**src/rtl/hs_pkg.sv**
```systemverilog
// Shared definitions for the round-robin handshake FIFO.
// Default geometry, the stored-entry layout for that geometry and the
// round-robin successor function used by the arbiter.
package hs_pkg;

    localparam int HS_DW    = 8;
    localparam int HS_NCH   = 4;
    localparam int HS_DEPTH = 4;

    // Stored word layout {channel tag, data} for the default geometry.
    typedef struct packed {
        logic [$clog2(HS_NCH)-1:0] ch;
        logic [HS_DW-1:0]          data;
    } hs_entry_t;

    // Index that follows idx in a ring of n channels.
    function automatic int rr_next(input int idx, input int n);
        return (idx + 1 >= n) ? 0 : idx + 1;
    endfunction

endpackage

```
**src/rtl/hs_rr_arb.sv**
```systemverilog
// Round-robin arbiter: grants the first request at or after rr_ptr,
// wrapping, and moves rr_ptr past the winner only when the grant is used.
module hs_rr_arb
    import hs_pkg::*;
#(
    parameter int NCH = HS_NCH,
    localparam int CHW = $clog2(NCH)
) (
    input  logic           clk,
    input  logic           rst_n,
    input  logic [NCH-1:0] req,
    input  logic           accept,
    output logic [NCH-1:0] grant,
    output logic [CHW-1:0] grant_idx,
    output logic           grant_valid
);

    logic [CHW-1:0] rr_ptr;

    // Priority search starting at rr_ptr; first asserted request wins.
    always_comb begin
        int             idx;
        logic [CHW-1:0] sel;
        grant       = '0;
        grant_idx   = '0;
        grant_valid = 1'b0;
        idx         = 0;
        sel         = '0;
        for (int off = 0; off < NCH; off++) begin
            idx = int'(rr_ptr) + off;
            if (idx >= NCH) begin
                idx = idx - NCH;
            end
            sel = CHW'(idx);
            if (!grant_valid && req[sel]) begin
                grant_valid = 1'b1;
                grant[sel]  = 1'b1;
                grant_idx   = sel;
            end
        end
    end

    // Pointer advances past the channel that actually transferred.
    always_ff @(posedge clk) begin
        if (!rst_n) begin
            rr_ptr <= '0;
        end else if (accept) begin
            rr_ptr <= CHW'(rr_next(int'(grant_idx), NCH));
        end
    end

endmodule

```
**src/rtl/hs_rr_fifo.sv**
```systemverilog
// Multi-channel send/ready merge into a DEPTH-entry FIFO with a
// valid/load drain. Each stored word carries its source channel tag.
// Optional build macro HS_RR_FIFO_PARITY_EN adds output bpar: even parity
// of {dch, dout}, computed and stored at write time.
module hs_rr_fifo
    import hs_pkg::*;
#(
    parameter int DW    = HS_DW,
    parameter int NCH   = HS_NCH,
    parameter int DEPTH = HS_DEPTH,
    localparam int CHW  = $clog2(NCH),
    localparam int LW   = $clog2(DEPTH) + 1
) (
    input  logic              aclk,
    input  logic              arst_n,
    input  logic [NCH*DW-1:0] adata,
    input  logic [NCH-1:0]    asend,
    output logic [NCH-1:0]    aready,
    input  logic              bload,
    output logic              bvalid,
    output logic [DW-1:0]     dout,
    output logic [CHW-1:0]    dch,
`ifdef HS_RR_FIFO_PARITY_EN
    output logic              bpar,
`endif
    output logic [LW-1:0]     level
);

    localparam int AW = $clog2(DEPTH);

    typedef struct packed {
`ifdef HS_RR_FIFO_PARITY_EN
        logic           par;
`endif
        logic [CHW-1:0] ch;
        logic [DW-1:0]  data;
    } entry_t;

    entry_t         mem [DEPTH];
    logic [AW-1:0]  wr_ptr;
    logic [AW-1:0]  rd_ptr;
    logic [AW-1:0]  rd_nxt;
    logic [LW-1:0]  level_q;
    logic [LW-1:0]  level_nxt;
    logic           bvalid_q;
    entry_t         head_q;
    entry_t         head_nxt;
    entry_t         wr_entry;
    logic           full;
    logic           wr_en;
    logic           rd_en;
    logic [NCH-1:0] grant;
    logic [CHW-1:0] grant_idx;
    logic           grant_valid;

    hs_rr_arb #(
        .NCH(NCH)
    ) u_arb (
        .clk        (aclk),
        .rst_n      (arst_n),
        .req        (asend),
        .accept     (wr_en),
        .grant      (grant),
        .grant_idx  (grant_idx),
        .grant_valid(grant_valid)
    );

    assign full   = (level_q == LW'(DEPTH));
    assign aready = grant & {NCH{~full & arst_n}};
    assign wr_en  = grant_valid & ~full & arst_n;
    assign rd_en  = bvalid_q & bload;
    assign rd_nxt = rd_ptr + AW'(1);

    // Entry built from the granted channel's data and tag.
    always_comb begin
        wr_entry      = '0;
        wr_entry.ch   = grant_idx;
        wr_entry.data = adata[grant_idx*DW +: DW];
`ifdef HS_RR_FIFO_PARITY_EN
        wr_entry.par  = ^{grant_idx, adata[grant_idx*DW +: DW]};
`endif
    end

    // Fill level after this cycle's write/read combination.
    always_comb begin
        level_nxt = level_q;
        case ({wr_en, rd_en})
            2'b10:   level_nxt = level_q + LW'(1);
            2'b01:   level_nxt = level_q - LW'(1);
            default: level_nxt = level_q;
        endcase
    end

    // Next head: successor after a load (taken from the incoming word if it
    // is the only one left), the incoming word when empty, else hold.
    always_comb begin
        head_nxt = head_q;
        if (rd_en) begin
            if (level_q > LW'(1)) begin
                head_nxt = mem[rd_nxt];
            end else if (wr_en) begin
                head_nxt = wr_entry;
            end
        end else if (wr_en && level_q == '0) begin
            head_nxt = wr_entry;
        end
    end

    // Storage, pointers, level and registered head outputs.
    always_ff @(posedge aclk) begin
        if (!arst_n) begin
            for (int i = 0; i < DEPTH; i++) begin
                mem[i] <= '0;
            end
            wr_ptr   <= '0;
            rd_ptr   <= '0;
            level_q  <= '0;
            bvalid_q <= 1'b0;
            head_q   <= '0;
        end else begin
            if (wr_en) begin
                mem[wr_ptr] <= wr_entry;
                wr_ptr      <= wr_ptr + AW'(1);
            end
            if (rd_en) begin
                rd_ptr <= rd_nxt;
            end
            level_q  <= level_nxt;
            bvalid_q <= (level_nxt != '0);
            head_q   <= head_nxt;
        end
    end

    assign bvalid = bvalid_q;
    assign level  = level_q;
    assign dout   = head_q.data;
    assign dch    = head_q.ch;
`ifdef HS_RR_FIFO_PARITY_EN
    assign bpar   = head_q.par;
`endif

endmodule

```
**config.mk**
```make
export PLATFORM = sky130hd
export DESIGN_NAME = hs_rr_fifo
export DESIGN_NICKNAME = d
export VERILOG_FILES = /design/src/rtl/hs_pkg.sv /design/src/rtl/hs_rr_arb.sv /design/src/rtl/hs_rr_fifo.sv
export SDC_FILE = /design/constraint.sdc
export NUM_CORES = 1
export LEC_CHECK = 0
export ABC_AREA = 1
export CAP_MARGIN = 20
export CORE_UTILIZATION = 49
export DETAILED_ROUTE_END_ITERATION = 10
export GPL_ROUTABILITY_DRIVEN = 0
export HOLD_SLACK_MARGIN = 0.08
export PLACE_DENSITY = 0.8
export SYNTH_ARGS = -nofsm -noshare
export SYNTH_HDL_FRONTEND = slang
export SYNTH_SLANG_ARGS = --single-unit
```
**constraint.sdc**
```tcl
create_clock -name aclk -period 3.1 [get_ports aclk]
set_input_delay 0.31 -clock aclk [delete_from_list [all_inputs] [get_ports aclk]]
set_output_delay 0.31 -clock aclk [all_outputs]
set_load 0.01 [all_outputs]
```
==> results_tabular.tex <==
\begin{tabular}{lr}
\hline
Metric & Value \\
\hline
\multicolumn{2}{l}{\textbf{STA}} \\
\quad Measured slew at the worst slew-check pin & 0.7423 ns \\
\quad Portion of the clock cycle consumed by the worst path in the final layout & 0.9208 \\
\quad RSZ-0062 raised after global routing & no \\
\quad Worst slew slack as a fraction of its limit & 0.5046 \\
\quad Hold slack final & 0.5421 ns \\
\quad Final worst setup slack & 0.2456 ns \\
\quad Max Clock Skew & roughly 0.01 ns \\
\quad Final Hold Violating Endpoints & 0 \\
\quad Final sum of negative setup slack & 0 ns \\
\quad Final min period & 2.854 ns \\
\quad Peak Freq & 350.3 MHz \\
\quad Max-slew violation count & 0 \\
\quad Final setup viols & 0 \\
\multicolumn{2}{l}{\textbf{Flow run}} \\
\quad Max-cap violations & 0 \\
\multicolumn{2}{l}{\textbf{Clock network}} \\
\quad Clock insertion delay at the later pin of the skew report & 0.35 ns \\
\quad Post-CTS clock slew at the launch and capture registers of the worst setup and hold paths & 0.07 ns \\
\quad Maximum number of buffers from clock root to sink & 2 \\
\quad \# Post-CTS Setup Buffers & 0 \\
\quad Clock sinks & 60 \\
\quad Post-CTS Hold Buffers & 0 \\
\quad CTS Root Buffer Type & clkbuf\_8 \\
\quad Number of buffers inserted during clock tree synthesis & 9 \\
\quad TritonCTS clock tree & yes \\
\quad H-tree depth & 3 \\
\quad Post-cts resize count & 0 \\
\multicolumn{2}{l}{\textbf{Critical path}} \\
\quad Type of the worst setup path & reg2out \\
\quad Slowest Stage Delay on Critical Path & roughly 0.53 ns \\
\quad Crit path buffers/inverters & 5 \\
\quad CP top delay family & buffers and inverters \\
\quad Slowest cell on the critical path & clkdlybuf4s50\_1 \\
\quad Required time worst endpoint & between 2 and 3 ns \\
\quad Capturing element type of the critical path & output pin \\
\quad Critical path fanouts, max & 8 \\
\quad Ordered cell list for the critical path & inv\_8 > ha\_4 > inv\_1 > nand3\_1 > nand2\_1 > nor2\_2 > inv\_1 > o22ai\_1 > a31oi\_1 > nand2\_1 > nand2\_1 > inv\_1 > clkdlybuf4s50\_1 \\
\quad Setup slack, reg-to-reg & approximately 0.5 ns \\
\quad Critical path launch point type & flop \\
\quad Arrival time at the worst endpoint & 2.54 ns \\
\multicolumn{2}{l}{\textbf{Synth}} \\
\quad Number of storage elements in the synthesis netlist & 60 \\
\quad Cells after Synth & between 400 and 500 \\
\quad Synthesized net count & 502 \\
\quad Post-Synthesis Mean Instance Area & 8.314 µm² \\
\quad Total number of yosys warnings & 0 \\
\quad Cell area after synthesis & 3741 µm² \\
\quad Fraction of synthesized cell area taken by the top area cell type & 0.3211 \\
\quad Largest cells by area after synthesis & edfxtp\_1 32\%, dfxtp\_1 11\%, nand2\_1 7.2\% \\
\quad Cell type with the largest total area after synthesis & edfxtp\_1 \\
\quad Post-synthesis sequential area ratio & 0.4281 \\
\quad Distinct cell type count after synthesis & 39 \\
\multicolumn{2}{l}{\textbf{Final layout}} \\
\quad Area of the multi-input gates & 1769 µm² \\
\quad Fin cells & between 600 and 700 \\
\quad Post-layout net count & 562 \\
\quad Layout cell share with drive strength beyond 1 & 0.1476 \\
\quad Fill count & 606 \\
\quad Diode count & 0 \\
\quad Synthesis-to-finish area growth & 23.78\% \\
\quad Storage cell area & approximately 1600 µm² \\
\multicolumn{2}{l}{\textbf{Detailed routing}} \\
\quad Iter 0 DRT Violations & 230 \\
\quad Routed wire per std cell & 15.02 µm \\
\quad Total via count in the routed design & 3,297 \\
\quad Count of antenna-violating nets left after detailed routing & 0 \\
\quad Final routed DRC violation total & 0 \\
\quad Routed wire length & 9.221 mm \\
\quad Pre-antenna DRT Iters & 5 \\
\quad Vias per cell & 5.370 \\
\multicolumn{2}{l}{\textbf{Placement}} \\
\quad DPL Wire Length & 6.815 mm \\
\quad Post-placement cell count & 598 \\
\quad Pre-CTS setup slack & 0.3209 ns \\
\quad Count of buffers from port buffering & 56 \\
\multicolumn{2}{l}{\textbf{Floorplan}} \\
\quad Die boundary width & 89.38 µm \\
\quad CORE AREA & 7331 µm² \\
\quad Area enclosed by the die boundary & 7988 µm² \\
\quad Die H & 89.38 µm \\
\quad Count of pins on the block boundary & 57 \\
\quad Site Rows & 31 \\
\quad Starting density of the core & 0.5103 \\
\multicolumn{2}{l}{\textbf{Pwr}} \\
\quad Peak ir drop on the vdd network & between 0.0007 and 0.0008 V \\
\quad Static Leakage & 2.090 nW \\
\quad Pwr Density & between 1000 and 1500 nW/µm² \\
\quad Power consumption & 5.227 mW \\
\multicolumn{2}{l}{\textbf{GRT}} \\
\quad GRT Residual Overflow & 0 \\
\quad Largest net degree at the start of global routing & 23 \\
\quad First-pass GRT wire length & 14.71 mm \\
\quad Antenna violations before repair & 0 \\
\quad Vias in the first global route & 3,127 \\
\quad Global-route usage over all layers & 0.2483 \\
\multicolumn{2}{l}{\textbf{Status}} \\
\quad Outcome & finished clean \\
\multicolumn{2}{l}{\textbf{Min path}} \\
\quad Class of the worst hold path & reg2reg \\
\hline
\end{tabular}
-- placed cells by master (no fill, tap or decap), types with 7 or more instances in the layout --
| master | Yosys | routed |
|---|---|---|
| dfxtp_1 | 20 | 19 |
| inv_1 | 65 | 65 |
| edfxtp_1 | 40 | 40 |
| nor2_2 | 8 | 9 |
| clkbuf_8 | 0 | 11 |
| a21oi_1 | 17 | 17 |
| nor2_1 | 43 | 42 |
| a22o_1 | 10 | 10 |
| nand3_1 | 49 | 49 |
| clkdlybuf4s50_1 | 0 | 56 |
| and2_4 | 7 | 7 |
| nand2_1 | 72 | 72 |
| nand2_2 | 8 | 8 |
| buf_4 | 1 | 10 |
| o21ai_0 | 13 | 13 |
| nand2_4 | 8 | 8 |
| ha_1 | 13 | 12 |
| nand4_1 | 15 | 15 |
-- logic make-up after synthesis --
kind of cell	count (synthesis)	share of synthesized area
AO/OA/AOI/OAI	66	0.1147
AND/OR/NAND/NOR	222	0.3084
flip-flops	60	0.4281
buffers and inverters	88	0.1030
adder cells (fa/ha/maj)	13	0.04348
XOR/XNOR	1	0.002342
-- sequential cells by signal, indices dropped and copies added (netlist names) --
signal / flops
u_arb.rr_ptr: 2
wr_ptr: 2
bvalid: 1
level: 3
rd_ptr: 2
mem: 40
dch: 2
dout: 8
-- through the flow --
stage               cell area, µm²    util
floorplan                     3741       -
global placement              4392  0.5991
detailed placement            4392  0.5991
CTS                           4614  0.6295
global route                  4631  0.6317
finish                        4631  0.6317
-- worst reg2reg max path, cell delays in order, from the launching register on --
cell and delay, ns:
dfxtp_2 0.38, inv_8 0.07, ha_4 0.30, inv_1 0.07, nand2_1 0.11, nand2_4 0.08
nor2_8 0.14, nand3_4 0.17, nand2_2 0.14, inv_2 0.06, ha_1 0.21, nand2_1 0.05
o21ai_0 0.09, o21ai_0 0.16, inv_1 0.07, or3_1 0.37
-- layout make-up --
cell class / count / area share
Multi-Input combinational cell: 302 / 0.3821
Sequential cell: 60 / 0.3461
Timing Repair Buffer: 66 / 0.1373
Inverter: 71 / 0.05971
Clock buffer: 13 / 0.03891
Tap cell: 99 / 0.02675
Clock inverter: 3 / 0.009187
-- final timing paths --
kind / to / depth (start not counted) / from
min reg2reg: wr_ptr[0] / 1 / wr_ptr[0]
max: aready[1] / 13 / u_arb.rr_ptr[0]
min: wr_ptr[0] / 1 / wr_ptr[0]
max reg2reg: bvalid / 15 / u_arb.rr_ptr[0]
-- synth_stat cells, drive strengths merged --
cell,instances
nand2,88
inv,69
nand3,57
nor2,52
edfxtp,40
dfxtp,20
a21oi,17
o21ai,17
nand4,15
ha,13
a22o,10
buf,10
o211ai,8
and2,7
clkbuf,7
a31oi,6
o22ai,3
a22oi,2
clkinv,2
nor3,2
a211oi,1
a31o,1
o221ai,1
or3,1
xor2,1
-- routing by layer --
layer,wire [µm],vias up,GRT usage,share of wire
met1,3796,1548,0.3015,0.41
met2,4741,98,0.4261,0.51
met4,184,0,0.09235,0.020
met5,0,-,0,0
li1,-,1631,-,-
met3,499,20,0.06279,0.054
-- power by group --
| group | internal (mW) | leakage, nW | total, mW | switching, mW |
|---|---|---|---|---|
| registers | 1.26 | 0.580 | 1.39 | 0.131 |
| clock network | 0.463 | 0.111 | 0.775 | 0.313 |
| logic | 1.12 | 1.40 | 3.07 | 1.94 |
Power figures use the tool's default switching activity.
